## config.mk

```make
export PLATFORM = sky130hd
export DESIGN_NAME = dh_trng_word
export DESIGN_NICKNAME = d
export VERILOG_FILES = /design/src/rtl/dh_trng_word.sv
export SDC_FILE = /design/constraint.sdc
export NUM_CORES = 1
export LEC_CHECK = 0
export ABC_CLOCK_PERIOD_IN_PS = 2200
export BUFFER_PORTS_ARGS = -buffer_cell sky130_fd_sc_hd__buf_2
export CAP_MARGIN = 0
export CELL_PAD_IN_SITES_DETAIL_PLACEMENT = 0
export CELL_PAD_IN_SITES_GLOBAL_PLACEMENT = 1
export CORE_UTILIZATION = 44
export DETAILED_ROUTE_END_ITERATION = 8
export GPL_TIMING_DRIVEN = 0
export PLACE_DENSITY_LB_ADDON = 0.1
export SYNTH_ARGS = -nofsm -noshare
export SYNTH_HDL_FRONTEND = slang
export SYNTH_SLANG_ARGS = --single-unit
```

## constraint.sdc

```tcl
create_clock -name clk -period 2.2 [get_ports clk]
set_clock_uncertainty 0.05 [all_clocks]
set_input_delay 0.44 -clock clk [delete_from_list [all_inputs] [get_ports clk]]
set_output_delay 0.44 -clock clk [all_outputs]
set_load 0.02 [all_outputs]
```

## src/rtl/dh_trng_word.sv

```systemverilog
// Ring-oscillator TRNG word generator: sync, XOR combine, repetition-count health test, packer.
// Define DH_TRNG_VN_EN to compile in the von Neumann conditioner.
module dh_trng_word #(
    parameter int unsigned NUM_RO     = 12,
    parameter int unsigned WORD_W     = 8,
    parameter int unsigned SAMPLE_DIV = 4,
    parameter int unsigned RCT_CUTOFF = 32
) (
    input  logic              clk,
    input  logic              rst,
    input  logic              en,
    input  logic [NUM_RO-1:0] ro_in,
    output logic [WORD_W-1:0] out_data,
    output logic              out_valid,
    input  logic              out_ready,
    output logic              health_fail
);
    localparam int unsigned CNT_W = (SAMPLE_DIV > 1) ? $clog2(SAMPLE_DIV) : 1;
    localparam int unsigned RUN_W = $clog2(RCT_CUTOFF + 1);
    localparam int unsigned BIT_W = $clog2(WORD_W + 1);

    logic [NUM_RO-1:0] r_sync1, r_sync2;
    logic [CNT_W-1:0]  r_cnt;
    logic              r_last;
    logic [RUN_W-1:0]  r_run;
    logic              r_health_fail;
    logic [WORD_W-1:0] r_shift;
    logic [BIT_W-1:0]  r_bits;
    logic [WORD_W-1:0] r_out_data;
    logic              r_out_valid;

    logic w_raw, w_strobe, w_bit, w_bit_valid;
    logic w_full, w_out_free, w_load, w_fail_set;

    always_ff @(posedge clk) begin
        if (rst) begin
            r_sync1 <= '0;
            r_sync2 <= '0;
        end else begin
            r_sync1 <= ro_in;
            r_sync2 <= r_sync1;
        end
    end

    assign w_raw    = ^r_sync2;
    assign w_strobe = en && (r_cnt == CNT_W'(SAMPLE_DIV - 1));

    always_ff @(posedge clk) begin
        if (rst || !en || w_strobe) r_cnt <= '0;
        else                        r_cnt <= r_cnt + CNT_W'(1);
    end

    // Run state is deliberately not cleared by en so the test spans enable gaps.
    assign w_fail_set = (r_run == RUN_W'(RCT_CUTOFF));

    always_ff @(posedge clk) begin
        if (rst) begin
            r_last        <= 1'b0;
            r_run         <= '0;
            r_health_fail <= 1'b0;
        end else begin
            if (w_strobe) begin
                r_last <= w_raw;
                if (r_run != '0 && w_raw == r_last) begin
                    if (!w_fail_set) r_run <= r_run + RUN_W'(1);
                end else begin
                    r_run <= RUN_W'(1);
                end
            end
            if (w_fail_set) r_health_fail <= 1'b1;
        end
    end

`ifdef DH_TRNG_VN_EN
    logic r_vn_have, r_vn_first;

    always_ff @(posedge clk) begin
        if (rst || !en) begin
            r_vn_have  <= 1'b0;
            r_vn_first <= 1'b0;
        end else if (w_strobe) begin
            r_vn_have <= !r_vn_have;
            if (!r_vn_have) r_vn_first <= w_raw;
        end
    end

    // Pair (a,b) with a!=b emits a: 10 -> 1, 01 -> 0.
    assign w_bit_valid = w_strobe && r_vn_have && (r_vn_first != w_raw);
    assign w_bit       = r_vn_first;
`else
    assign w_bit_valid = w_strobe;
    assign w_bit       = w_raw;
`endif

    assign w_full     = (r_bits == BIT_W'(WORD_W));
    assign w_out_free = !r_out_valid || out_ready;
    assign w_load     = w_full && w_out_free && !r_health_fail;

    always_ff @(posedge clk) begin
        if (rst) begin
            r_shift     <= '0;
            r_bits      <= '0;
            r_out_data  <= '0;
            r_out_valid <= 1'b0;
        end else begin
            if (w_load) begin
                r_out_data  <= r_shift;
                r_out_valid <= 1'b1;
            end else if (r_out_valid && out_ready) begin
                r_out_valid <= 1'b0;
            end
            if (r_health_fail || w_fail_set) r_out_valid <= 1'b0;

            // A full shifter survives en=0; only a partial word is discarded.
            if (w_load) begin
                if (w_bit_valid) begin
                    r_shift <= {r_shift[WORD_W-2:0], w_bit};
                    r_bits  <= BIT_W'(1);
                end else begin
                    r_bits  <= '0;
                end
            end else if (!en && !w_full) begin
                r_bits <= '0;
            end else if (w_bit_valid && !w_full) begin
                r_shift <= {r_shift[WORD_W-2:0], w_bit};
                r_bits  <= r_bits + BIT_W'(1);
            end
        end
    end

    assign out_data    = r_out_data;
    assign out_valid   = r_out_valid;
    assign health_fail = r_health_fail;
endmodule

```

# Word level (Yosys, flattened, before mapping)
# Index checks and enable logic that the tools add are counted.
# totals
register_bits	55
in_bits	16
out_inout_bits	10
elab_cells	55
# classes
addsub	3
eq_ne	7
n_mux	12
n_reduce_logical	23
# ops
cell	count
$mux W8	4
$mux W4	3
$mux W6	2
$reduce_xor A12 Y1	1
$logic_and A1 B1 Y1	7
$add A6 B1 Y6 const B	1
$eq A6 B6 Y1 const B	1
$ne A2 B2 Y1 const B	3
$reduce_bool A6 Y1	1
$add A4 B1 Y4 const B	1
$eq A4 B4 Y1 const B	1
$logic_not A1 Y1	4
$logic_or A1 B1 Y1	4
$reduce_bool A2 Y1	2
$mux W1	3
$reduce_and A3 Y1	1
$reduce_bool A3 Y1	1
$add A2 B1 Y2 const B	1
$eq A2 B2 Y1 const B	1
$reduce_and A2 Y1	1
$reduce_or A2 Y1	1
$eq A1 B1 Y1	1

# Logic depth before layout (Yosys ltp)
# Gate-level depths: netlist of the first run.
# logic_depth
ltp_word	6
ltp_mapped	10
depth_no_buf	8

# Worst setup path after synthesis of the first run
# Ideal clock, no wire load.
# synth_path
kind	flip-flop to flip-flop
startpoint	reg r_bits[0]
endpoint	reg r_out_data[0] (netlist: out_data[0])
setup_ps	128
t_arrival_ps	1792
required_ps	2022
path_slack_ps	230
path_stages_with_launch	10
cell_sequence	dfxtp_1 -> inv_1 -> ha_1 -> nand2_1 -> or2_2 -> clkbuf_1 -> nor3_1 -> buf_2 -> mux2i_1 -> nor2_1
# synth_via
elab_chain_cells	3
# synth_rtl
element	line	text
from (decl)	28	logic [BIT_W-1:0] r_bits;
from (signal assigned)	126	r_bits <= r_bits + BIT_W'(1);
$eq A4 B4 Y1	95	assign w_full = (r_bits == BIT_W'(WORD_W));
$logic_and A1 B1 Y1 (2 in series)	97	assign w_load = w_full && w_out_free && !r_health_fail;
to (signal assigned)	107	r_out_data <= r_shift;
to (decl)	29	logic [WORD_W-1:0] r_out_data;
# Every way passes these cells.
# A chain may end at the register's enable or synchronous reset.

# Final worst setup path of the first run
# layout_path
startpoint	reg r_sync2[9]
endpoint	reg r_run[2]
# layout_via
elab_chain_cells	5
word_cells_on_any_way	6
# layout_rtl
element	line	text
from (decl)	22	logic [NUM_RO-1:0] r_sync1, r_sync2;
from (signal assigned)	41	r_sync2 <= r_sync1;
$reduce_xor A12 Y1 *	45	assign w_raw = ^r_sync2;
$eq A1 B1 Y1 *	64	if (r_run != '0 && w_raw == r_last) begin
$logic_and A1 B1 Y1 *	64	
$ne A2 B2 Y1 (no line)	n/a	
$reduce_and A2 Y1 (no line)	n/a	
to (signal assigned)	65	if (!w_fail_set) r_run <= r_run + RUN_W'(1);
to (decl)	25	logic [RUN_W-1:0] r_run;
# Mark *: on every way between the ends. The rest lies on a longest branch, timed or not.

==> impl.org, run 1 <==
** Status
- Run status :: finished with violations
- The checks that failed: design-rule violations.

** Clock network
- Source-to-sink clock delay at the later pin of the worst-skew pair :: 300 ps
- Number of levels in the clock H-tree :: 2
- The clock passes through at most 2 buffers.
- For this design, the sink count on the clock tree is 55.
- Reg clk slew, reported paths :: ~90 ps
- TritonCTS clock tree :: done
- In this run, CTS created clock tree buffers numbering 5.
- Clock tree synthesis selected as its root buffer the cell sky130_fd_sc_hd__clkbuf_8.

** Job
- The tool flagged a number of max-cap violations equal to 0.

** STA
- Dividing the final minimum period by the clock period gives 0.901.
- The number of max-slew violations in the final report came to 0.
- At the pin with the least slew margin, the transition time is 514 ps.
- Setup violations, final :: 0
- Period minus WS final :: 1980 ps
- Summed over all failing endpoints, the final setup total negative slack is 0 ps.
- Final worst-path setup slack :: around 220 ps
- Measured against its own limit, the worst slew margin works out to 0.653.
- Final number of hold-violating endpoints :: 0
- Setup repair after global routing missed its margin :: false
- Fmax :: between 500 and 600 MHz

** Global route
- Maximum number of pins on one net before global-route repair :: 17
- The first global-routing pass estimated 5720 um of wire.
- Via count of the first global-routing pass :: 1,294
- For this run, the total global-route usage over all layers was measured as 0.146.
- Antenna violations before repair :: 0
- Global routing finished with a remaining overflow of 0.

** Final layout
- Summing all non-filler instances in the final layout gives an area of roughly 2400 sq um.
- Across the whole layout, storage elements account for between 1000 and 1500 sq um.
- Antenna Diode Count :: 0
- Share of final-layout standard cells stronger than drive strength 1 :: 0.170
- Area occupied by multi-input gates :: 958 sq um
- Fillers :: just under 400
- From synthesis to final layout, the design area changed by 16.2%.
- Number of nets at the end of the flow :: 255

** Drt
- DRC violation count after routing :: 1
- 1st-pass router iterations :: 6
- Dividing the detail-routed via count by the number of cells gives 4.81.
- For this block, the initial DRC count from the detailed router was 49.
- The routed layout has approximately 1,400 vias.
- For this block, the routed nets add up to roughly 3200 um of wire.
- Dividing the detail-routed wire length by the instance count gives around 11 um.
- In this run the remaining antenna-violating nets after routing total 0.

** Place
- Detailed Place HPWL :: 2390 um
- IO Port Bufs :: 25
- Timing analysis after detailed placement gives a worst setup slack of -52.4 ps.
- At the end of routability-driven placement, the weighted congestion stood at 0.710.
- Total placed instance area :: between 2000 and 2500 sq um

** Logic synthesis
- Each instance of the synthesized netlist takes up on average 10.3 sq um.
- Post-synth EDFFs :: 0
- Fraction of registers with async set/reset :: 0
- Measured against the total synthesized area, the mux share comes to 0.0818.
- Syn Inst Count :: 203
- Synthesized-area fraction occupied by ao, oa, aoi and oai cells :: 0.0514
- Synthesis inferred 55 register bits.
- Adder-cell share of the synthesized area :: 0.0299
- The share of the Yosys chip area taken by registers is 0.526.
- The commonest cells after synthesis are sky130_fd_sc_hd__dfxtp_1, sky130_fd_sc_hd__nor2_1, sky130_fd_sc_hd__nor2b_1.
- By area, the combinational part of the netlist is dominated by simple AND/OR/NAND/NOR gates.
- Largest cells by area after synthesis :: sky130_fd_sc_hd__dfxtp_1, sky130_fd_sc_hd__nor2b_1, sky130_fd_sc_hd__mux2i_1
- Of the total synthesized cell area, the portion taken by AND, OR, NAND and NOR gates is 0.201.
- Most numerous cell in the Yosys netlist :: sky130_fd_sc_hd__dfxtp_1
- The Yosys step of the flow raised 0 warnings.
- In this run the cell area of the synthesized design comes to 2090 sq um.
- The number of different library cells used by synthesis comes to 36.
- The number of nets handed over by synthesis was 224.
- Area fraction of the dominant cell type after synthesis :: 0.526
- In the synthesized netlist the dominant register cell turns out to be sky130_fd_sc_hd__dfxtp_1.
- Synth area leader :: sky130_fd_sc_hd__dfxtp_1
- Of the total synthesized cell area, the portion taken by XOR and XNOR cells is 0.0842.

** Setup path
- Arrival time at the worst endpoint :: roughly 2100 ps
- Capturing element type of the critical path :: flip-flop
- For the worst setup path, the data required time is 2350 ps.
- Worst Path Class, Setup :: reg -> reg
- Of all nets on the critical path, the largest fanout is 4.
- STA classifies the critical path startpoint as a flip-flop.

** Floorplanning
- Measured along the y axis, the die boundary spans 71.0 um.
- Die span in x :: a little over 70 um
- The floorplan step defined a core boundary enclosing 4470 sq um.
- The initial utilization of the core area, before any placement, comes to 0.468.
- Pin placement for this block handled 26 I/O pins.
- The die covers 5040 sq um.
- Number of core rows :: 24

** Power
- Summed over all cells, the static leakage comes to between 0.001 and 0.0015 uW.
- Maximum ir drop on the vdd rail :: between 0.4 and 0.5 mV
- Pwr/cell area :: roughly 780 nW/um^2

** Hold path
- Kind of path behind the tightest hold check :: in -> reg
==> cell usage in the layout, fill, tap and decap left out, types with 2 or more instances in the layout <==
master | netlist | routed
sky130_fd_sc_hd__a211o_1 | 2 | 2
sky130_fd_sc_hd__and3_1 | 2 | 2
sky130_fd_sc_hd__ha_1 | 5 | 5
sky130_fd_sc_hd__a21oi_1 | 3 | 3
sky130_fd_sc_hd__nor3_1 | 5 | 4
sky130_fd_sc_hd__xnor2_1 | 9 | 9
sky130_fd_sc_hd__and2_1 | 2 | 2
sky130_fd_sc_hd__dfxtp_1 | 55 | 55
sky130_fd_sc_hd__xor2_1 | 4 | 4
sky130_fd_sc_hd__buf_2 | 1 | 25
sky130_fd_sc_hd__clkbuf_1 | 7 | 7
sky130_fd_sc_hd__bufinv_16 | 0 | 2
sky130_fd_sc_hd__mux2i_1 | 16 | 16
sky130_fd_sc_hd__nor3b_1 | 2 | 2
sky130_fd_sc_hd__nand3_1 | 4 | 4
sky130_fd_sc_hd__nor2b_1 | 26 | 26
sky130_fd_sc_hd__inv_1 | 6 | 6
sky130_fd_sc_hd__nor2_1 | 29 | 29
sky130_fd_sc_hd__nand2_1 | 5 | 5
sky130_fd_sc_hd__nand2b_1 | 2 | 2
sky130_fd_sc_hd__clkbuf_8 | 0 | 5
sky130_fd_sc_hd__or2_2 | 2 | 2
==> power by group <==
part	leakage [uW]	switching, uW	internal [uW]
logic	0.000544	58.3	63.2
registers	0.000448	7.22	1020
clock network	0.0000654	301	454
==> area by class of cell <==
type                       count  share of cell area
sequential                    55               0.452
multi-input combinational    134               0.394
timing repair buffer          25              0.0514
clock buffer                   6              0.0298
tap                           52              0.0267
clock inverter                 2              0.0247
buffer                         7              0.0123
inverter                       6             0.00925
==> stage by stage <==
stage	hold WS (ps)	utilization	instances	total power, uW
after global placement	365	0.511	280	1170
after detailed placement	373	0.511	280	1170
after floorplan	358	-	203	1140
final	291	0.544	287	1900
after CTS	284	0.541	288	1920
after global routing	284	0.544	287	1990
==> path summary, 6_finish.rpt <==
check                   from          to  slack, ps  cells past startpoint
setup / recovery  r_sync2[9]    r_run[2]        220                      6
hold / removal      ro_in[0]  r_sync1[0]        290                      2
setup reg to reg  r_sync2[9]    r_run[2]        220                      6
hold reg to reg     r_cnt[0]    r_cnt[0]        390                      1
==> cells by family (layout without fill, tap and decap cells) <==
group,after synthesis,in the layout
DFF,55,55
xor gates and xnor gates,16,16
adders and majority gates,5,5
muxes,17,17
buffers and inverters,14,46
and+or+nand+nor,82,82
AOI/OAI and AO/OA,14,14
==> repair_timing <==
| action | in CTS | in global routing |
|---|---|---|
| setup buffers | 0 | 0 |
| setup endpoints to repair | 10 | 17 |
| resized for setup | 1 | 3 |
| hold buffers | 0 | 0 |
==> routing by layer <==
layer	part of all wire	global-route usage	up-vias
met4	0.015	0.0533	0
met3	0.039	0.0427	6
li1	-	-	730
met2	0.46	0.244	24
met5	0	0	-
met1	0.49	0.180	620
==> worst max-delay path, cell delays in order, from the launching register on <==
cell	delay (ps)
sky130_fd_sc_hd__dfxtp_1	320
sky130_fd_sc_hd__xnor2_1	180
sky130_fd_sc_hd__xnor2_1	180
sky130_fd_sc_hd__xor3_1	530
sky130_fd_sc_hd__a21oi_2	180
sky130_fd_sc_hd__nor2_1	100
sky130_fd_sc_hd__a221o_1	350
==> flip-flops by register name, indices dropped and copies added (netlist names) <==
register     cells
r_sync1         12
r_sync2         12
out_data         8
r_shift          8
r_run            6
r_bits           4
r_cnt            2
health_fail      1
out_valid        1
r_last           1
Power figures use the tool's default switching activity.
==> run 2: changes to the inputs <==
--- a/config.mk
+++ b/config.mk
@@ -10,6 +10,7 @@
 export CAP_MARGIN = 0
 export CELL_PAD_IN_SITES_DETAIL_PLACEMENT = 0
 export CELL_PAD_IN_SITES_GLOBAL_PLACEMENT = 1
+export CORE_ASPECT_RATIO = 0.8
 export CORE_UTILIZATION = 44
 export DETAILED_ROUTE_END_ITERATION = 8
 export GPL_TIMING_DRIVEN = 0
==> run 2 against run 1 <==
The flow now finishes without violations. Maximum frequency fell by 0.67%. Count of clock-buffer cells in the layout did not move. Combinational power barely moved. Utilization fell by 1.1 points. Critical endpoint unchanged. Largest power group unchanged.
==> impl.org, run 2 (synthesis results as in run 1) <==
** Floorplanning
- The die area came to 5040 sq um (about the same).
- The die height came to 63.7 um (was 71.0 um).
- The row count is 22 (was 24).
- The floorplan core area was 4570 sq um (was 4470 sq um).
- Ports placed on the boundary :: 26 (unchanged)
- Starting density of the core :: 0.458 (was 0.468)
- The horizontal extent of the die came to 79.1 um (was 71.0 um).

** Clock network
- The clock latency at the later pin of the worst-skew pair is 300 ps (about the same).
- The H-tree depth is 2 (unchanged).
- Number of buffers added for setup after CTS :: 0 (unchanged)
- Sinks on Clock Net :: 55 (unchanged)
- The number of buffers inserted during clock tree synthesis came to 5 (unchanged).
- The clock transition time at the flip-flop clock pins of the worst setup and hold paths came to 90 ps (about the same).
- The number of buffers added to fix hold violations after cts was 0 (unchanged).
- Clock root buffer :: sky130_fd_sc_hd__clkbuf_8 (unchanged)
- TritonCTS clock tree :: done (unchanged)
- The maximum number of buffers from clock root to sink is 2 (unchanged).

** Global route
- Maximum number of pins on one net before global-route repair :: 18 (was 17)
- The wire length of the first global-routing pass was 5370 um (was 5720 um).
- Antenna violations before repair :: 0 (unchanged)
- The number of global-route vias before repair was 1,257 (was 1,294).
- Congestion Overflow GR :: 0 (unchanged)
- The overall global routing resource usage was 0.139 (was 0.146).

** Place
- The count of port buffers added during placement was 25 (unchanged).
- Routability cong. :: 0.725 (was 0.710)
- The post-DP HPWL was 2280 um (was 2390 um).
- The placed cell count was 288 (was 280).

** Setup path
- Arrival time at the worst endpoint :: 2140 ps (was 2130 ps)
- The largest driver fanout on the critical path was 4 (unchanged).
- Worst r2r path cells :: 6 (unchanged)
- The launching point of the worst reg2reg path is r_sync2[11] (was r_sync2[9]).
- Data required time at the worst endpoint :: 2350 ps (about the same)
- The startpoint-to-endpoint class of the critical path was reg -> reg (unchanged).
- The worst setup slack for register-to-register paths is 200 ps (was 220 ps).
- Reg2reg end :: r_run[2] (unchanged)
- The capturing element type of the critical path is a flip-flop (unchanged).
- The kind of launch point of the worst setup path is a flip-flop (unchanged).

** Power
- The maximum vdd drop came to 0.360 mV (was 0.432 mV).
- The post-route total power is 1830 uW (was 1900 uW).
- Pwr/cell area :: 752 nW/um^2 (was 781 nW/um^2)
- Part of the total power dissipated in combinational logic :: 0.066 (was 0.064)
- Pleak :: 0.00106 uW (about the same)
- Sequential power share :: 0.559 (was 0.539)
- Clock power frac :: 0.375 (was 0.397)
- Power dissipated by switching net loads :: 377 uW (was 366 uW)
- The proportion of total power due to net switching was 0.206 (was 0.193).
- The total internal power was 1450 uW (was 1530 uW).

** Hold path
- Hold wc startpoint :: ro_in[1] (was ro_in[0])
- The end of the worst hold path is r_sync1[1] (was r_sync1[0]).
- The class of the most critical hold timing path is in -> reg (unchanged).
- The number of cells on the worst hold path is 2 (unchanged).

** Drt
- The number of remaining DRC errors is 0 (was 1).
- 1st-pass router iterations :: 4 (was 6)
- The via density per instance came to 4.74 (was 4.81).
- Routed wire per std cell :: 10.7 um (was 11.3 um)
- Total via count after detailed routing :: 1,397 (was 1,380)
- The post-detailed-routing wire length was 3160 um (was 3230 um).
- The detailed router's first-iteration violation count is 70 (was 49).
- The residual antenna-violating net count after detailed routing came to 0 (unchanged).

** Final layout
- Area added between synthesis and finish :: 16.4% (was 16.2%)
- The most common cell after layout, fill and taps aside is sky130_fd_sc_hd__dfxtp_1 (unchanged).
- The total number of nets in the final design came to 255 (unchanged).
- Largest registers in the final layout :: r_sync1 x12, r_sync2 x12 (unchanged)
- Top library cells by usage in the layout, fill and taps aside :: sky130_fd_sc_hd__dfxtp_1, sky130_fd_sc_hd__nor2_1, sky130_fd_sc_hd__nor2b_1 (unchanged)
- The final antenna diode count came to 0 (unchanged).
- Share of final-layout standard cells stronger than drive strength 1 :: 0.174 (was 0.170)
- Final Instance Count excl. Fillers :: 295 (was 287)

** STA
- The final worst-path cycle share came to 0.907 (was 0.901).
- Setup repair after global routing missed its margin: false (unchanged).
- Setup violations, final :: 0 (unchanged)
- Total Negative Setup Slacks :: 0 ps (unchanged)
- Slew Viols, Final :: 0 (unchanged)
- Period minus WS final :: 2000 ps (was 1980 ps)
- Worst slew margin relative to its limit :: 0.645 (was 0.653)
- The transition at the pin with the smallest max-transition slack was 526 ps (was 514 ps).
- The fmax came to 501 MHz (was 504 MHz).
- The count of final hold-check violations came to 0 (unchanged).

** Job
- The reported max-cap violation count was 0 (unchanged).

** Status
- Run status: completed (was finished with violations).
run 2: changes by cell type in the layout (fill, tap and decap cells not counted):
cell,previous run,this run
sky130_fd_sc_hd__buf_4,1,0
sky130_fd_sc_hd__clkbuf_1,7,6
sky130_fd_sc_hd__bufinv_16,2,1
sky130_fd_sc_hd__buf_6,0,1
sky130_fd_sc_hd__inv_6,0,1
sky130_fd_sc_hd__clkbuf_8,5,6
run 2: what timing repair did:
action / CTS / global route
setup endpoints to repair: 16 / 17
hold endpoints to repair: 0 / 0
pin swaps: 0 / 0
resized for setup: 1 / 4
run 2: area by class of cell:
cell class,instances,area [sq um]
inverter,6,22.5
clock buffer,6,82.6
clock inverter,2,38.8
timing repair buffer,25,125
sequential,55,1100
buffer,7,33.8
fill,444,2130
multi-input combinational,134,958
tap,60,75.1
run 2: worst max path at each step:
stage,from,end,slack (ps)
2_1_floorplan,r_bits[0],out_data[0],230
3_3_place_gp,r_bits[0],out_data[2],30
3_5_place_dp,r_bits[0],out_data[5],-40
4_1_cts,r_bits[0],r_shift[5],-30
5_1_grt,r_bits[0],out_data[7],110
6_report,r_sync2[11],r_run[2],200
run 2: critical path, cell delays in order (launching register included):
cell	delay [ps]
sky130_fd_sc_hd__dfxtp_1	320
sky130_fd_sc_hd__xnor2_1	130
sky130_fd_sc_hd__xnor2_1	230
sky130_fd_sc_hd__xor3_1	530
sky130_fd_sc_hd__a21oi_2	180
sky130_fd_sc_hd__nor2_1	110
sky130_fd_sc_hd__a221o_1	350
run 2: power groups by stage:
stage                     clock (uW)  combinational, uW  sequential, uW
final                            687                121            1020
after floorplan                    0               92.2            1050
after global routing             757                135            1030
after global placement             0                121            1050
after CTS                        714                123            1020
after detailed placement           0                122            1050
run 2: per-stage QoR:
step	worst slack, ps	cell area (sq um)	hold WS, ps	utilization
floorplan	230	2090	358	-
global placement	29.9	2290	366	0.502
detailed placement	-38.1	2290	372	0.502
CTS	-26.5	2420	277	0.529
global route	110	2440	279	0.533
finish	204	2440	292	0.533
run 2: per-layer routing:
layer / up-vias / track usage / share of wire
met1: 640 / 0.171 / 0.50
li1: 725 / - / -
met3: 5 / 0.0478 / 0.040
met4: 0 / 0.0545 / 0.012
met2: 27 / 0.221 / 0.45
met5: - / 0 / 0
